### src/rtl/text_string_plotter.sv
// Sequential HUD/title string renderer: walks each glyph cell of a loaded string,
// queries an external glyph LUT per pixel and emits framebuffer writes over valid/ready.
module text_string_plotter #(
    parameter int MAX_CHARS = 16,
    parameter int CODE_W    = 5,
    parameter int COORD_W   = 8,
    parameter int COLOUR_W  = 6,
    parameter int CELL_W    = 8,
    parameter int CELL_H    = 10,
    localparam int AW       = $clog2(MAX_CHARS),
    localparam int LEN_W    = AW + 1
) (
    input  logic                clk,
    input  logic                reset,
    input  logic                load_en,
    input  logic [AW-1:0]       load_addr,
    input  logic [CODE_W-1:0]   load_code,
    input  logic                start,
    input  logic [COORD_W-1:0]  origin_x,
    input  logic [COORD_W-1:0]  origin_y,
    input  logic [LEN_W-1:0]    length,
    input  logic                scale2,
    input  logic                opaque,
    input  logic [COLOUR_W-1:0] fg_colour,
    input  logic [COLOUR_W-1:0] bg_colour,
    output logic [CODE_W-1:0]   glyph_code,
    output logic [COORD_W-1:0]  glyph_col,
    output logic [COORD_W-1:0]  glyph_row,
    input  logic                glyph_on,
    output logic [COORD_W-1:0]  pix_x,
    output logic [COORD_W-1:0]  pix_y,
    output logic [COLOUR_W-1:0] pix_colour,
    output logic                pix_valid,
    input  logic                pix_ready,
    output logic                busy,
    output logic                done
);

    typedef enum logic [1:0] {S_IDLE, S_SCAN, S_EMIT, S_DONE} state_t;

    state_t               state_reg;
    logic [CODE_W-1:0]    buffer_reg [MAX_CHARS];

    logic [COORD_W-1:0]   ox_reg, oy_reg;
    logic [LEN_W-1:0]     len_reg;
    logic                 scale_reg, opaque_reg;
    logic [COLOUR_W-1:0]  fg_reg, bg_reg;

    logic [AW-1:0]        idx_reg, idx_next;
    logic [COORD_W-1:0]   col_reg, col_next;
    logic [COORD_W-1:0]   row_reg, row_next;
    logic                 sx_reg, sx_next;
    logic                 sy_reg, sy_next;
    logic                 last_reg;

    logic [COORD_W-1:0]   pix_x_reg, pix_y_reg;
    logic [COLOUR_W-1:0]  pix_colour_reg;
    logic                 pix_valid_reg, busy_reg, done_reg;

    logic [COORD_W-1:0]   cell_off, x_off, y_off, hit_x, hit_y;
    logic                 last_pos, hit;

    // String buffer: writable only while idle; out-of-range addresses dropped.
    always_ff @(posedge clk) begin
        if (reset) begin
            for (int i = 0; i < MAX_CHARS; i++) begin
                buffer_reg[i] <= '0;
            end
        end else if (load_en && state_reg == S_IDLE &&
                     {1'b0, load_addr} < LEN_W'(MAX_CHARS)) begin
            buffer_reg[load_addr] <= load_code;
        end
    end

    assign glyph_code = buffer_reg[idx_reg];
    assign glyph_col  = col_reg;
    assign glyph_row  = row_reg;

    // Scaling by two doubles the whole cell-relative offset before adding the sub-pixel.
    always_comb begin
        cell_off = COORD_W'(idx_reg) * COORD_W'(CELL_W) + col_reg;
        x_off    = scale_reg ? {cell_off[COORD_W-2:0], 1'b0} : cell_off;
        y_off    = scale_reg ? {row_reg[COORD_W-2:0], 1'b0} : row_reg;
        hit_x    = ox_reg + x_off + COORD_W'(sx_reg);
        hit_y    = oy_reg + y_off + COORD_W'(sy_reg);
    end

    assign hit      = glyph_on || opaque_reg;
    assign last_pos = (LEN_W'(idx_reg) + LEN_W'(1) == len_reg) &&
                      (row_reg == COORD_W'(CELL_H - 1)) &&
                      (col_reg == COORD_W'(CELL_W - 1)) &&
                      (sx_reg == scale_reg) && (sy_reg == scale_reg);

    // Raster order: idx, row, col, sy, sx (innermost); sub-pixels only count when scaled.
    always_comb begin
        sx_next  = sx_reg;
        sy_next  = sy_reg;
        col_next = col_reg;
        row_next = row_reg;
        idx_next = idx_reg;
        if (sx_reg != scale_reg) begin
            sx_next = 1'b1;
        end else begin
            sx_next = 1'b0;
            if (sy_reg != scale_reg) begin
                sy_next = 1'b1;
            end else begin
                sy_next = 1'b0;
                if (col_reg != COORD_W'(CELL_W - 1)) begin
                    col_next = col_reg + COORD_W'(1);
                end else begin
                    col_next = '0;
                    if (row_reg != COORD_W'(CELL_H - 1)) begin
                        row_next = row_reg + COORD_W'(1);
                    end else begin
                        row_next = '0;
                        idx_next = idx_reg + AW'(1);
                    end
                end
            end
        end
    end

    always_ff @(posedge clk) begin
        if (reset) begin
            state_reg      <= S_IDLE;
            ox_reg         <= '0;
            oy_reg         <= '0;
            len_reg        <= '0;
            scale_reg      <= 1'b0;
            opaque_reg     <= 1'b0;
            fg_reg         <= '0;
            bg_reg         <= '0;
            idx_reg        <= '0;
            col_reg        <= '0;
            row_reg        <= '0;
            sx_reg         <= 1'b0;
            sy_reg         <= 1'b0;
            last_reg       <= 1'b0;
            pix_x_reg      <= '0;
            pix_y_reg      <= '0;
            pix_colour_reg <= '0;
            pix_valid_reg  <= 1'b0;
            busy_reg       <= 1'b0;
            done_reg       <= 1'b0;
        end else begin
            done_reg <= 1'b0;
            case (state_reg)
                S_IDLE: begin
                    if (start) begin
                        ox_reg     <= origin_x;
                        oy_reg     <= origin_y;
                        len_reg    <= (length > LEN_W'(MAX_CHARS)) ? LEN_W'(MAX_CHARS) : length;
                        scale_reg  <= scale2;
                        opaque_reg <= opaque;
                        fg_reg     <= fg_colour;
                        bg_reg     <= bg_colour;
                        idx_reg    <= '0;
                        col_reg    <= '0;
                        row_reg    <= '0;
                        sx_reg     <= 1'b0;
                        sy_reg     <= 1'b0;
                        if (length == '0) begin
                            state_reg <= S_DONE;
                            done_reg  <= 1'b1;
                        end else begin
                            state_reg <= S_SCAN;
                            busy_reg  <= 1'b1;
                        end
                    end
                end
                S_SCAN: begin
                    if (hit) begin
                        pix_x_reg      <= hit_x;
                        pix_y_reg      <= hit_y;
                        pix_colour_reg <= glyph_on ? fg_reg : bg_reg;
                        pix_valid_reg  <= 1'b1;
                        last_reg       <= last_pos;
                        state_reg      <= S_EMIT;
                    end else if (last_pos) begin
                        state_reg <= S_DONE;
                        done_reg  <= 1'b1;
                        busy_reg  <= 1'b0;
                    end
                    if (!last_pos) begin
                        idx_reg <= idx_next;
                        col_reg <= col_next;
                        row_reg <= row_next;
                        sx_reg  <= sx_next;
                        sy_reg  <= sy_next;
                    end
                end
                S_EMIT: begin
                    if (pix_ready) begin
                        pix_valid_reg <= 1'b0;
                        if (last_reg) begin
                            state_reg <= S_DONE;
                            done_reg  <= 1'b1;
                            busy_reg  <= 1'b0;
                        end else begin
                            state_reg <= S_SCAN;
                        end
                    end
                end
                default: begin
                    state_reg <= S_IDLE;
                end
            endcase
        end
    end

    assign pix_x      = pix_x_reg;
    assign pix_y      = pix_y_reg;
    assign pix_colour = pix_colour_reg;
    assign pix_valid  = pix_valid_reg;
    assign busy       = busy_reg;
    assign done       = done_reg;

endmodule

### config.mk
export PLATFORM = sky130hd
export DESIGN_NAME = text_string_plotter
export DESIGN_NICKNAME = d
export VERILOG_FILES = /design/src/rtl/text_string_plotter.sv
export SDC_FILE = /design/constraint.sdc
export NUM_CORES = 1
export LEC_CHECK = 0
export CAP_MARGIN = 10
export CORE_ASPECT_RATIO = 0.75
export CORE_UTILIZATION = 57
export CTS_BUF_LIST = sky130_fd_sc_hd__clkbuf_8 sky130_fd_sc_hd__clkbuf_16
export DETAILED_ROUTE_END_ITERATION = 10
export PLACE_DENSITY = 0.77
export REMOVE_ABC_BUFFERS = 1
export SLEW_MARGIN = 20
export SYNTH_ARGS = -nofsm -noshare
export SYNTH_HDL_FRONTEND = slang
export SYNTH_SLANG_ARGS = --single-unit
### constraint.sdc
create_clock -name clk -period 4.05 [get_ports clk]
set_input_delay 0.405 -clock clk [delete_from_list [all_inputs] [get_ports clk]]
set_output_delay 0.405 -clock clk [all_outputs]
set_load 0.03 [all_outputs]
# --- Yosys cells after proc, flatten, opt, wreduce, memory -nomap -nowiden ---
# Memories as Yosys holds them, arrays and structs flattened. A register that Yosys moved wholly into a read port is not among the register bits.
# Cells that the tools add are included.
classes:
  addsub: 9
  order_cmp: 1
  n_eq_ne: 24
  muxes: 65
  reduce_logical: 22
ops:
  columns: ["operator", "n"]
  rows:
  - ["$mux 8", 12]
  - ["$mux 4", 9]
  - ["$pmux 8 s2", 2]
  - ["$mux 1", 26]
  - ["$ne 2x2->1 const B", 12]
  - ["$add 8x1->8", 2]
  - ["$add 8x1->8 const B", 2]
  - ["$add 8x8->8", 2]
  - ["$reduce_and 7->1", 2]
  - ["$mux 2", 6]
  - ["$mux 5", 2]
  - ["$reduce_and 3->1", 3]
  - ["$add 7x8->8", 1]
  - ["$eq 8x3->1 const B", 1]
  - ["$eq 8x4->1 const B", 1]
  - ["$ne 8x3->1 const B", 1]
  - ["$ne 8x4->1 const B", 1]
  - ["$pmux 4 s2", 1]
  - ["$mux 6", 1]
  - ["$pmux 1 s2", 3]
  - ["$pmux 1 s3", 2]
  - ["$pmux 2 s3", 1]
  - ["$reduce_and 6->1", 1]
  - ["$add 4x1->5 const B", 1]
  - ["other kinds (18)", 26]
totals:
  register_bits: 85
  mem_bits_rw: 80
  input_bits: 50
  output_inout_bits: 46
  word_cells: 142
  n_memories: 1
mem_list:
  columns: ["name", "words", "word_bits", "rd", "rd_ports_with_merged_regs", "wr", "line_no", "text"]
  rows:
  - ["buffer_reg", 16, 5, 1, 1, 16, "42", "logic [CODE_W-1:0] buffer_reg [MAX_CHARS];"]

# --- Longest topological paths before layout ---
depth:
  word_depth: 10
  depth_mapped: 14
  mapped_depth_nobuf: 11

# --- Worst setup path after synthesis ---
# No wires, ideal clock.
synth_timing:
  kind: "reg2reg"
  start: "register scale_reg"
  end: "register pix_x_reg[6], in the netlist pix_x[6]"
  setup_ns: 0.070
  arrival_time_ns: 2.873
  required_ns: 3.980
  slack_ns: 1.107
  stages_incl_launch_ff: 15
  period_less_slack_ns: 2.943
  path_cell_list: "dfxtp_1 > clkbuf_1 > buf_1 > clkbuf_1 > nand2b_1 > fa_1 > inv_1 > fa_1 > a21o_1 > a21oi_1 > o21bai_1 > a21oi_1 > xnor2_1 > nand2_1 > a21oi_1"
synth_via:
  elab_chain_len: 3
synth_lines:
  columns: ["item", "line_no", "text"]
  rows:
  - ["from (decl)", "46", "logic scale_reg, opaque_reg;"]
  - ["from (signal assigned)", "154", "scale_reg <= scale2;"]
  - ["$mux 8", "82", "x_off = scale_reg ? {cell_off[COORD_W-2:0], 1'b0} : cell_off;"]
  - ["$add 8x8->8", "84", "hit_x = ox_reg + x_off + COORD_W'(sx_reg);"]
  - ["$add 8x1->8", "84", null]
  - ["to (signal assigned)", "174", "pix_x_reg <= hit_x;"]
  - ["to (decl)", "56", "logic [COORD_W-1:0] pix_x_reg, pix_y_reg;"]
# Every way passes these cells.
# A chain may end at the register's enable or synchronous reset.

==> impl_metrics.csv <==
group,metric,value,unit
outcome,status,"finished clean",
setup_path,worstSetupPathType,"flip-flop to primary output",
final_layout,seq_area,4180,sq um
final_layout,nNetsFinal,960,
global_route,antenna_found_initial,0,
drt,drtIter0Drc,627,
setup_path,worstSetupEndpointType,"primary output",
timing,post-route-period-util,84.5,%
clock_tree,cts_sinks,169,
timing,maxSlewHeadroom,33.4,%
power_and_ir_drop,intPower,3.36,mW
drt,via_count,6309,
drt,wire_per_inst,18.5,microns
clock_tree,postCtsSetupBuffers,0,
power_and_ir_drop,peakVddDrop,0.347,mV
global_route,grt_pass1_vias,6042,
timing,grt_setup_unrepaired,"false",
clock_tree,cts_tree,"yes",
power_and_ir_drop,powerDensity,476,nW/um^2
setup_path,crit_path_max_incr_delay,980,ps
timing,setup_viol,0,
setup_path,ff2ff_path_depth,9,
final_layout,area_delta_synth_final,20.8,%
floorplanning,num_rows,37,
global_route,grt_overflow,0,
synth,yosysWarnings,0,
floorplanning,start_util,59.6,%
timing,setup_slack,629,ps
clock_tree,htreeDepth,4,
setup_path,cp_data_arrival_time,3020,ps
setup_path,critPathCapture,"glyph_code[1]",
drt,viasPerCell,5.80,
drt,routed_wl,20.2,mm
floorplanning,io_pins,96,
power_and_ir_drop,p_switching,1.45,mW
setup_path,reg2reg_slack,1080,ps
synth,async_reset_ff_share,0,%
final_layout,n_antenna_cell,0,
clock_tree,clockBufferDepth,2,
final_layout,final_cells,1088,
power_and_ir_drop,power_frac_seq,42.7,%
power_and_ir_drop,pwr-share-comb,21.2,%
synth,synth_cell_types,53,
power_and_ir_drop,p_clk_share,36.1,%
synth,synth_flop_cell,"dfxtp_1",
drt,drc_errors,0,
power_and_ir_drop,leakage,3.77,nW
synth,synth_edf_count,80,
final_layout,mostFrequentLayoutCells,"nand2_1 (96), clkdlybuf4s50_1 (94), dfxtp_1 (89)",
placement,place_ws,1040,ps
setup_path,start_kind,"flip-flop",
floorplanning,dieArea,15200,sq um
setup_path,crit_chain,"mux4_2, mux4_2, clkdlybuf4s50_1",
final_layout,multiInputGateArea,3970,sq um
clock_tree,cts-resized-gates,0,
setup_path,worstPathRequired,3640,ps
timing,skew,7.53,ps
floorplanning,die_w,142,microns
clock_tree,cts-root-buf,"clkbuf_16",
drt,first_pass_iters,5,
setup_path,cp_max_fo,20,
clock_tree,worstSkewPairLatency,440,ps
drt,antenna_left,0,
timing,worstMarginPinSlew,997,ps
synth,avgSynthCellArea,10.5,sq um
timing,setup-tns-final,0,ps
job,drv_cap,0,
clock_tree,numCtsBuffers,17,
timing,finalHoldViolCount,0,
global_route,grt_pass1_wl,32.1,mm
power_and_ir_drop,sw_frac_of_total,30.1,%
setup_path,reg2reg_from,"scale_reg",
final_layout,n_fill_cell,994,
global_route,grt_max_degree,52,
setup_path,cp_slowest_cell,"dfxtp_1",
timing,fin_crit,3420,ps
setup_path,path_common_cell,"mux4_2",
final_layout,layout_commonest_cell,"nand2_1",
synth,yosys_register_bits,169,
timing,timing.fmax,292,MHz
placement,dp_hpwl,14.2,mm
final_layout,layout-drive-gt1-share,11.5,%
synth,ys_seq_area_share,50.0,%
floorplanning,die_h,107,microns
clock_tree,hold_buffers,0,
placement,io_buffers,95,
placement,place_congestion,0.908,
hold_path,min_path_type,"flip-flop to flip-flop",
placement,dp_cells,1056,
final_layout,final_util,72.0,%
timing,drv_slew,0,
clock_tree,clkSlewWorstSetupHoldPaths,60,ps
floorplanning,coreArea,14000,sq um
global_route,track_usage,28.4,%
final_layout,largest_reg_flops,80,
synth,synth.cell_area,8370,sq um
setup_path,r2r-end,"pix_x[6]",
synth,netlist_instances,798,
## power groups by stage
stage | Clock (mW) | Sequential (mW) | Combinational (mW)
floorplan | 0 | 2.14 | 0.546
global placement | 0 | 2.08 | 0.979
detailed placement | 0 | 2.09 | 1.01
CTS | 1.74 | 2.05 | 1.02
global route | 1.82 | 2.07 | 1.12
finish | 1.73 | 2.06 | 1.02
## worst min path at each step
| stage | start | endpoint | slack (ps) | cells past startpoint |
|---|---|---|---|---|
| after detailed placement | pix_x[4] | pix_x[4] | 440 | 2 |
| final | pix_x[4] | pix_x[4] | 450 | 2 |
| after global placement | fg_reg[4] | fg_reg[4] | 440 | 2 |
| after CTS | pix_x[4] | pix_x[4] | 450 | 2 |
| after floorplan | bg_reg[0] | bg_reg[0] | 430 | 2 |
| after global routing | bg_reg[4] | bg_reg[4] | 470 | 2 |
## kinds of logic after synthesis
| family | synth area share (%) |
|---|---|
| adder cells (fa/ha/maj) | 4.93 |
| AO/OA/AOI/OAI | 10.2 |
| AND/OR/NAND/NOR | 20.7 |
| XOR/XNOR | 2.20 |
| buffers and inverters | 2.66 |
| flip-flops | 50.0 |
| multiplexers | 9.29 |
## stage by stage
stage	hold slack, ps	total power, mW	area, sq um
6_report	449	4.81	10100
5_1_grt	472	5.01	10100
4_1_cts	453	4.81	10100
3_5_place_dp	444	3.10	9480
3_3_place_gp	441	3.06	9480
2_1_floorplan	430	2.69	8210
## critical path: cells and delay by family (launching register included)
| family | cells | cell delay, ps |
|---|---|---|
| mux | 2 | 960 |
| buf+inv | 1 | 640 |
| flops | 1 | 980 |
## synth_stat cells (all sizes together), types with 5 or more instances
cell | count | area [sq um]
or3 | 10 | 62.6
nor3 | 12 | 60.1
nor2 | 49 | 184
clkbuf | 39 | 146
xor2 | 10 | 87.6
xnor2 | 11 | 96.3
or2 | 18 | 113
mux4 | 25 | 563
nand3 | 13 | 70.1
nand2b | 13 | 81.3
o21ai | 34 | 174
nand3b | 9 | 67.6
edfxtp | 80 | 2400
a211oi | 12 | 90.1
inv | 17 | 63.8
a21oi | 69 | 345
and3 | 5 | 31.3
fa | 5 | 100
nor2b | 7 | 43.8
and2 | 84 | 526
nand2 | 96 | 360
ha | 25 | 313
dfxtp | 89 | 1780
mux2 | 11 | 124
a21o | 5 | 37.5
mux2i | 9 | 90.1
## per-layer routing
layer | track usage [%] | wire, microns | up-vias
li1 | - | - | 3004
met1 | 40.7 | 9200 | 3027
met2 | 41.9 | 9050 | 249
met3 | 6.97 | 1540 | 29
met4 | 10.1 | 377 | 0
met5 | 0 | 0 | -
## cell type report
cell class / count / area share [%]
sequential: 169 / 41.4
multi-input combinational: 570 / 39.3
timing repair buffer: 105 / 10.1
clock buffer: 17 / 4.21
tap: 195 / 2.41
clock inverter: 15 / 1.93
inverter: 17 / 0.632
Note: power is estimated with default switching activity, not from simulation.
